File: src/rtl/modexp_pkg.sv
`default_nettype none
// ============================================================================
//  Module      : modexp_pkg
//  Description : Shared types and helpers for the modular exponentiator:
//                FSM state encoding, modmul latency constant and an
//                end-to-end latency function (start-accept edge to done edge).
//  Revision    : 1.0 - initial release
// ============================================================================
package modexp_pkg;

    typedef enum logic [2:0] {
        ST_IDLE   = 3'd0,
        ST_CHECK  = 3'd1,
        ST_SCAN   = 3'd2,
        ST_SQUARE = 3'd3,
        ST_MULT   = 3'd4,
        ST_DONE   = 3'd5
    } state_t;

    localparam int unsigned c_DEFAULT_WIDTH  = 128;
    // One load cycle plus one cycle per multiplier bit.
    localparam int unsigned c_MODMUL_LATENCY = c_DEFAULT_WIDTH + 1;

    function automatic int unsigned modmul_latency(input int unsigned width);
        return width + 1;
    endfunction

    // Cycles from the edge that accepts start to the edge after which done
    // is high. ones = popcount(exponent), lz = leading zeros of exponent.
    function automatic int unsigned modexp_latency(
        input int unsigned width,
        input int unsigned ones,
        input int unsigned lz,
        input bit          skip,
        input bit          invalid
    );
        if (invalid)
            return 2;
        if (!skip)
            return 2 + (width + ones) * modmul_latency(width);
        if (lz == width)
            return 2 + width;
        return 2 + lz + (width - lz + ones) * modmul_latency(width);
    endfunction

endpackage
`default_nettype wire

File: src/rtl/modexp_engine_if.sv
`default_nettype none
// ============================================================================
//  Module      : modexp_engine_if
//  Description : Request/response bundle of the modular exponentiator.
//                master : start, base, exponent, modulus -> ; <- busy, done,
//                         result, error
//                slave  : the exponentiator side (mirror of master)
//  Revision    : 1.0 - initial release
// ============================================================================
interface modexp_engine_if #(
    parameter int WIDTH = 128
);
    logic             start;
    logic [WIDTH-1:0] base;
    logic [WIDTH-1:0] exponent;
    logic [WIDTH-1:0] modulus;
    logic             busy;
    logic             done;
    logic [WIDTH-1:0] result;
    logic             error;

    modport master (
        output start, base, exponent, modulus,
        input  busy, done, result, error
    );

    modport slave (
        input  start, base, exponent, modulus,
        output busy, done, result, error
    );
endinterface
`default_nettype wire

File: src/rtl/modexp_engine_modmul.sv
`default_nettype none
// ============================================================================
//  Module      : modmul_interleaved
//  Description : Bit-serial interleaved modular multiplier, p = a*b mod n.
//                Requires a < n and b < n. Latency WIDTH+1 cycles: the load
//                cycle plus WIDTH steps scanning a from MSB to LSB.
//  Ports       : clk, reset (sync, active-high)
//                load      - capture a, b, n and start a product
//                a, b, n   - operands and modulus
//                ready     - high in the cycle p is valid (last step)
//                p         - product; combinational result of the last step
//  Revision    : 1.0 - initial release
// ============================================================================
module modmul_interleaved #(
    parameter int WIDTH = 128
) (
    input  wire logic             clk,
    input  wire logic             reset,
    input  wire logic             load,
    input  wire logic [WIDTH-1:0] a,
    input  wire logic [WIDTH-1:0] b,
    input  wire logic [WIDTH-1:0] n,
    output logic                  ready,
    output logic [WIDTH-1:0]      p
);
    localparam int c_K_W = $clog2(WIDTH);
    localparam logic [c_K_W-1:0] c_K_TOP = c_K_W'(WIDTH - 1);

    logic [WIDTH-1:0] r_a;
    logic [WIDTH-1:0] r_b;
    logic [WIDTH-1:0] r_n;
    logic [WIDTH-1:0] r_t;     // running remainder, always < n between steps
    logic [c_K_W-1:0] r_k;
    logic             r_run;

    logic [WIDTH+1:0] w_n_ext;
    logic [WIDTH+1:0] w_t2;
    logic [WIDTH+1:0] w_s1;
    logic [WIDTH-1:0] w_s2;

    // 2T + a_k*b < 3n, so two conditional subtractions bring it below n.
    always_comb begin
        w_n_ext = {2'b00, r_n};
        w_t2    = {1'b0, r_t, 1'b0} + (r_a[WIDTH-1] ? {2'b00, r_b} : '0);
        w_s1    = (w_t2 >= w_n_ext) ? (w_t2 - w_n_ext) : w_t2;
        w_s2    = WIDTH'((w_s1 >= w_n_ext) ? (w_s1 - w_n_ext) : w_s1);
    end

    assign p     = w_s2;
    assign ready = r_run && (r_k == '0);

    always_ff @(posedge clk) begin
        if (reset) begin
            r_a   <= '0;
            r_b   <= '0;
            r_n   <= '0;
            r_t   <= '0;
            r_k   <= '0;
            r_run <= 1'b0;
        end else if (load) begin
            r_a   <= a;
            r_b   <= b;
            r_n   <= n;
            r_t   <= '0;
            r_k   <= c_K_TOP;
            r_run <= 1'b1;
        end else if (r_run) begin
            r_t <= w_s2;
            r_a <= {r_a[WIDTH-2:0], 1'b0};
            if (r_k == '0)
                r_run <= 1'b0;
            else
                r_k <= r_k - c_K_W'(1);
        end
    end
endmodule
`default_nettype wire

File: src/rtl/modexp_engine.sv
`default_nettype none
// ============================================================================
//  Module      : modexp_engine
//  Description : Sequential modular exponentiator, result = base^exponent mod
//                modulus, left-to-right square-and-multiply on one shared
//                interleaved modular multiplier.
//  Ports       : clk, reset (sync, active-high)
//                bus (slave) - start/base/exponent/modulus in,
//                              busy/done/result/error out
//  Options     : MODEXP_SKIP_LZ_EN - skip leading zero exponent bits in a
//                SCAN state (one cycle each) instead of squaring R=1.
//  Revision    : 1.0 - initial release
// ============================================================================
module modexp_engine
    import modexp_pkg::*;
#(
    parameter int WIDTH = 128
) (
    input  wire logic      clk,
    input  wire logic      reset,
    modexp_engine_if.slave bus
);
    localparam int c_IDX_W = $clog2(WIDTH);
    localparam logic [c_IDX_W-1:0] c_IDX_TOP = c_IDX_W'(WIDTH - 1);

    state_t r_state;
    state_t w_state_next;

    logic [WIDTH-1:0]   r_base;
    logic [WIDTH-1:0]   r_exp;
    logic [WIDTH-1:0]   r_mod;
    logic [WIDTH-1:0]   r_acc;     // running value R
    logic [c_IDX_W-1:0] r_idx;     // exponent bit index i
    logic               r_err;
    logic               r_mm_go;   // first cycle of a modmul: load operands
    logic               r_busy;
    logic               r_done;
    logic [WIDTH-1:0]   r_result;
    logic               r_error;

    logic               w_invalid;
    logic               w_in_mm;
    logic               w_mm_ready;
    logic [WIDTH-1:0]   w_mm_b;
    logic [WIDTH-1:0]   w_mm_p;
    logic               w_busy_d;
    logic               w_done_d;
    logic               w_mm_go_d;
`ifdef MODEXP_SKIP_LZ_EN
    logic [c_IDX_W-1:0] w_idx_m1;
    assign w_idx_m1 = r_idx - c_IDX_W'(1);
`endif

    assign w_invalid = (r_mod < WIDTH'(2)) || (r_base >= r_mod);
    assign w_in_mm   = (r_state == ST_SQUARE) || (r_state == ST_MULT);
    assign w_mm_b    = (r_state == ST_MULT) ? r_base : r_acc;

    modmul_interleaved #(
        .WIDTH (WIDTH)
    ) u_modmul (
        .clk   (clk),
        .reset (reset),
        .load  (r_mm_go),
        .a     (r_acc),
        .b     (w_mm_b),
        .n     (r_mod),
        .ready (w_mm_ready),
        .p     (w_mm_p)
    );

    // ---------------------------------------------------------------- state
    always_ff @(posedge clk) begin
        if (reset)
            r_state <= ST_IDLE;
        else
            r_state <= w_state_next;
    end

    // ----------------------------------------------------------- next state
    always_comb begin
        w_state_next = r_state;
        case (r_state)
            ST_IDLE: begin
                if (bus.start)
                    w_state_next = ST_CHECK;
            end
            ST_CHECK: begin
                if (w_invalid)
                    w_state_next = ST_DONE;
`ifdef MODEXP_SKIP_LZ_EN
                else if (!r_exp[WIDTH-1])
                    w_state_next = ST_SCAN;
`endif
                else
                    w_state_next = ST_SQUARE;
            end
`ifdef MODEXP_SKIP_LZ_EN
            // Bit i is known zero here; look ahead at bit i-1 so that each
            // leading zero costs exactly one cycle.
            ST_SCAN: begin
                if (r_idx == '0)
                    w_state_next = ST_DONE;
                else if (r_exp[w_idx_m1])
                    w_state_next = ST_SQUARE;
            end
`endif
            ST_SQUARE: begin
                if (w_mm_ready) begin
                    if (r_exp[r_idx])
                        w_state_next = ST_MULT;
                    else if (r_idx == '0)
                        w_state_next = ST_DONE;
                end
            end
            ST_MULT: begin
                if (w_mm_ready)
                    w_state_next = (r_idx == '0) ? ST_DONE : ST_SQUARE;
            end
            ST_DONE: w_state_next = ST_IDLE;
            default: w_state_next = ST_IDLE;
        endcase
    end

    // ---------------------------------------------------------- output decode
    // busy/done are registered: busy rises at the accepting edge and falls
    // on the same edge that raises the one-cycle done pulse.
    always_comb begin
        w_busy_d  = (w_state_next != ST_IDLE);
        w_done_d  = (r_state == ST_DONE);
        w_mm_go_d = ((w_state_next == ST_SQUARE) || (w_state_next == ST_MULT))
                    && (!w_in_mm || w_mm_ready);
    end

    // ------------------------------------------------------------- datapath
    always_ff @(posedge clk) begin
        if (reset) begin
            r_base   <= '0;
            r_exp    <= '0;
            r_mod    <= '0;
            r_acc    <= '0;
            r_idx    <= '0;
            r_err    <= 1'b0;
            r_mm_go  <= 1'b0;
            r_busy   <= 1'b0;
            r_done   <= 1'b0;
            r_result <= '0;
            r_error  <= 1'b0;
        end else begin
            r_busy  <= w_busy_d;
            r_done  <= w_done_d;
            r_mm_go <= w_mm_go_d;
            case (r_state)
                ST_IDLE: begin
                    if (bus.start) begin
                        r_base   <= bus.base;
                        r_exp    <= bus.exponent;
                        r_mod    <= bus.modulus;
                        r_err    <= 1'b0;
                        r_result <= '0;
                        r_error  <= 1'b0;
                    end
                end
                ST_CHECK: begin
                    if (w_invalid) begin
                        r_err <= 1'b1;
                        r_acc <= '0;
                    end else begin
                        r_acc <= WIDTH'(1);
                        r_idx <= c_IDX_TOP;
                    end
                end
`ifdef MODEXP_SKIP_LZ_EN
                ST_SCAN: begin
                    if (r_idx != '0)
                        r_idx <= w_idx_m1;
                end
`endif
                ST_SQUARE: begin
                    if (w_mm_ready) begin
                        r_acc <= w_mm_p;
                        // A set bit keeps i for the following MULT.
                        if (!r_exp[r_idx] && (r_idx != '0))
                            r_idx <= r_idx - c_IDX_W'(1);
                    end
                end
                ST_MULT: begin
                    if (w_mm_ready) begin
                        r_acc <= w_mm_p;
                        if (r_idx != '0)
                            r_idx <= r_idx - c_IDX_W'(1);
                    end
                end
                ST_DONE: begin
                    r_result <= r_err ? '0 : r_acc;
                    r_error  <= r_err;
                end
                default: ;
            endcase
        end
    end

    assign bus.busy   = r_busy;
    assign bus.done   = r_done;
    assign bus.result = r_result;
    assign bus.error  = r_error;
endmodule
`default_nettype wire

File: src/flat_wrapper.sv
// flat-port wrapper written by rule: the top's interface ports become plain ports
module modexp_engine_flat import modexp_pkg::*;
#(
    parameter int WIDTH = 128
)
  (clk, reset, bus_start, bus_base, bus_exponent, bus_modulus, bus_busy, bus_done, bus_result, bus_error);
  modexp_engine_if #(.WIDTH(WIDTH)) bus_i ();
  input  wire logic clk;
  input  wire logic reset;
  input wire logic [$bits(bus_i.start)-1:0] bus_start;
  input wire logic [$bits(bus_i.base)-1:0] bus_base;
  input wire logic [$bits(bus_i.exponent)-1:0] bus_exponent;
  input wire logic [$bits(bus_i.modulus)-1:0] bus_modulus;
  output wire logic [$bits(bus_i.busy)-1:0] bus_busy;
  output wire logic [$bits(bus_i.done)-1:0] bus_done;
  output wire logic [$bits(bus_i.result)-1:0] bus_result;
  output wire logic [$bits(bus_i.error)-1:0] bus_error;
  assign bus_i.start = bus_start;
  assign bus_i.base = bus_base;
  assign bus_i.exponent = bus_exponent;
  assign bus_i.modulus = bus_modulus;
  assign bus_busy = bus_i.busy;
  assign bus_done = bus_i.done;
  assign bus_result = bus_i.result;
  assign bus_error = bus_i.error;
  modexp_engine #(.WIDTH(WIDTH)) u_core (.clk(clk), .reset(reset), .bus(bus_i));
endmodule
File: config.mk
export PLATFORM = sky130hd
export DESIGN_NAME = modexp_engine_flat
export DESIGN_NICKNAME = d
export VERILOG_FILES = /design/src/rtl/modexp_pkg.sv /design/src/rtl/modexp_engine_if.sv /design/src/rtl/modexp_engine_modmul.sv /design/src/rtl/modexp_engine.sv /design/src/flat_wrapper.sv
export SDC_FILE = /design/constraint.sdc
export NUM_CORES = 2
export LEC_CHECK = 0
export CORE_AREA = 3 3 460 690
export DETAILED_ROUTE_END_ITERATION = 10
export DIE_AREA = 0 0 463 693
export HOLD_SLACK_MARGIN = 0.08
export SYNTH_ARGS = -nofsm -noshare
export SYNTH_HDL_FRONTEND = slang
export SYNTH_HIERARCHICAL = 1
export SYNTH_SLANG_ARGS = --single-unit
File: constraint.sdc
create_clock -name clk -period 8.9 [get_ports clk]
set_input_delay 1.335 -clock clk [delete_from_list [all_inputs] [get_ports clk]]
set_output_delay 1.335 -clock clk [all_outputs]
set_load 0.005 [all_outputs]
==> summary.txt <==
Job
  • # Max-Cap Violations: 0

STA
  • Slew margin rel.: 0.223
  • Min Tclk post-route: 10490 ps
  • Setup ws final: -1590 ps
  • Max-slew violations: 0
  • Worst Clk Skew: 55.7 ps
  • RSZ-0062 raised after global routing: yes
  • Final setup viols: 256
  • Peak Freq: 95.3 MHz
  • Slew @ Worst Pin: 1160 ps
  • Final hold violations: 0
  • Final period util: 1.18

Clock network
  • CTS tree: built
  • Clock Latency Late Sink: 790 ps
  • Hold Buf Count CTS: 0
  • Number of buffers created by CTS: 116
  • Clk slew on worst S/H paths: 70 ps
  • Root buffer cell: clkbuf_16
  • Sink Count: 1175
  • # H-tree levels: 3
  • Clock Tree Buf Depth: 3

Detailed routing
  • Routed WL: 378 mm
  • DRC Markers: 0
  • Vias per cell: 4.95
  • DRT antenna net count: 0
  • TritonRoute pass-1 iters: 7
  • Avg WL per Cell: 22.5 um
  • Starting DRT DRC Count: 5296
  • Detailed-route via count: 83300

Synthesis
  • Mapped Nets: 11100
  • Cells after Synth: 10200
  • Number of synthesized flops with an enable pin: 0
  • Main synth FF type: dfxtp_1
  • Register area share after synthesis: 0.302
  • Synthesized area: 0.0779 mm2
  • Count of different cell masters after synthesis: 103
  • Ys async rst share: 0
  • Synth warn: 6
  • Synth Register Bits: 1175
  • Avg Cell Area, Syn: 7.66 um2

Die
  • Placeable Area: 0.312 mm2
  • Initial Utilization: 0.250
  • Row Count: 251
  • Die area: 0.321 mm2
  • # IOs: 518
  • Die H: 693 um
  • Chip width: 463 um

Min path
  • Hold WC Path Type: flop to flop

Outcome
  • Failing checks: negative setup slack
  • Status: finished with violations

Critical path
  • Critical path class: flop to flop
  • Most frequent cell on the critical path: buf_4
  • CP Capture Type: flop
  • Req. time, crit path: 9500 ps
  • Startpoint types: flop
  • Worst path top cell family by delay: buffers and inverters
  • Critical path data arrival time: 11100 ps
  • CP Max Fanout: 29
  • Slowest CP cell: or3_4
  • WP buf/inv: 33
  • Crit path largest cell delay: 510 ps

Global routing
  • GRT Util Overall: 0.220
  • Largest net degree at the start of global routing: 176
  • Initial antenna violation count: 22
  • Total global routing overflow: 0
  • First-pass GRT wire length: 533 mm
  • Number of global-route vias before repair: 83000

Placed design
  • Global placer's final weighted congestion: 1.01
  • Port Buffer Count: 517
  • HPWL after DPL: 298 mm
  • Placed cell count: 16500

Final layout
  • Proportion of layout cells with a drive suffix above 1: 0.269
  • P&R area growth vs syn: 44.2%
  • Total Nets Final: 13500
  • Post-route insts no fill: 16800
## cell usage after synthesis (16+ instances only)
cell type  count  share of area
nand2_1     1335          0.064
a21oi_1     1300          0.084
nor2_1      1187          0.057
dfxtp_1     1175           0.30
clkbuf_1     523          0.025
ha_1         514          0.083
o21ai_0      442          0.028
inv_1        424          0.020
mux2i_1      417          0.054
a22oi_1      261          0.025
xnor2_1      239          0.027
a21o_1       201          0.019
nand4_1      196          0.016
mux2_2       169          0.024
and2_1       154          0.012
o21a_1       144          0.014
xor2_1       140          0.016
o211ai_1     123          0.012
o21bai_1     112          0.011
nand3_1       92         0.0059
nor3_1        91         0.0058
nor4_1        64         0.0051
buf_1         58         0.0028
a31oi_1       49         0.0039
buf_2         49         0.0031
and3_1        48         0.0039
nand2b_1      44         0.0035
a21boi_0      42         0.0040
nor2b_1       42         0.0034
a211oi_1      40         0.0039
a21oi_2       40         0.0045
o31ai_1       31         0.0030
or3_1         28         0.0022
mux4_2        27         0.0078
o21ai_1       22         0.0014
o22ai_1       21         0.0017
or2_2         21         0.0017
or2_1         20         0.0016
mux2_4        19         0.0037
and4_1        17         0.0019
a221oi_1      16         0.0018
## kinds of logic (layout without fill, tap and decap cells)
logic type / count (synthesis) / after routing / synth area share
flip-flops: 1175 / 1175 / 0.302
XOR/XNOR: 379 / 379 / 0.0426
AND/OR/NAND/NOR: 3380 / 3380 / 0.189
multiplexers: 632 / 632 / 0.0895
other: 0 / 12 / 0
AO/OA/AOI/OAI: 3004 / 3004 / 0.239
adder cells (fa/ha/maj): 517 / 517 / 0.0833
buffers and inverters: 1084 / 3559 / 0.0549
## metrics by stage
| step | util | instance area, um2 | TNS, ps | hold WS (ps) | setup slack, ps |
|---|---|---|---|---|---|
| final | 0.360 | 112000 | -365010 | 452 | -1590 |
| after global routing | 0.360 | 112000 | -441670 | 469 | -1870 |
| after CTS | 0.350 | 109000 | -379070 | 454 | -1620 |
| after detailed placement | 0.333 | 104000 | -599850 | 445 | -2720 |
| after global placement | 0.333 | 104000 | -598890 | 440 | -2700 |
| after floorplan | - | 78800 | -31.5 | 433 | -31.5 |
## registers in the layout (all words and copies together) (netlist names), 128 cells and up
name	cells
u_core/u_modmul/r_b	128
u_core/u_modmul/r_n	128
u_core/r_acc	128
u_core/bus.result	128
u_core/r_exp	128
u_core/u_modmul/r_a	128
u_core/r_base	128
u_core/u_modmul/r_t	128
u_core/r_mod	128
## path summary, 6_finish.rpt
kind,startpoint,to,slack [ps],depth (start not counted)
max,u_core/u_modmul/r_a[127],u_core/u_modmul/r_t[79],-1590,60
min,u_core/r_exp[7],u_core/r_exp[7],450,2
max reg2reg,u_core/u_modmul/r_a[127],u_core/u_modmul/r_t[79],-1590,60
min reg2reg,u_core/r_exp[7],u_core/r_exp[7],450,2
## area by class of cell
type	count	area [um2]
diodes	12	30.0
clock buffers	146	3180
clock inverters	72	835
fillers	32600	199000
inverters	426	1600
multi-input cells	7912	53400
flip-flops and latches	1175	23500
well taps	4174	5220
repair buffers	2915	24600
## worst min-delay path, stage by stage, from the launching register on
cell and delay [ps]:
dfxtp_1 300, nand2_1 50, a21oi_1 50
## cell usage in the layout, fill, tap and decap left out, types with 336 or more instances in the layout
master	n
clkdlybuf4s50_1	516
dfxtp_1	1171
inv_1	422
a21oi_1	1215
nor2_1	1164
ha_1	429
mux2i_1	411
nand2_1	1317
o21ai_0	336
buf_4	2271
## layer usage
| layer | vias to the layer above | wire (um) | global-route usage |
|---|---|---|---|
| li1 | 40600 | - | - |
| met1 | 39500 | 135000 | 0.219 |
| met2 | 2195 | 192000 | 0.411 |
| met3 | 1007 | 13400 | 0.0224 |
| met4 | 6 | 37400 | 0.179 |
| met5 | - | 47 | 0 |
## timing repair
item / CTS / global route
gates cloned: 3 / 21
resized for setup: 197 / 442
pin swaps: 56 / 184
setup buffers: 61 / 77
setup endpoints to repair: 256 / 256
Power is left out: the tool's default activity adds up to more than one toggle a clock period on the data nets, which glitch-free logic cannot reach.
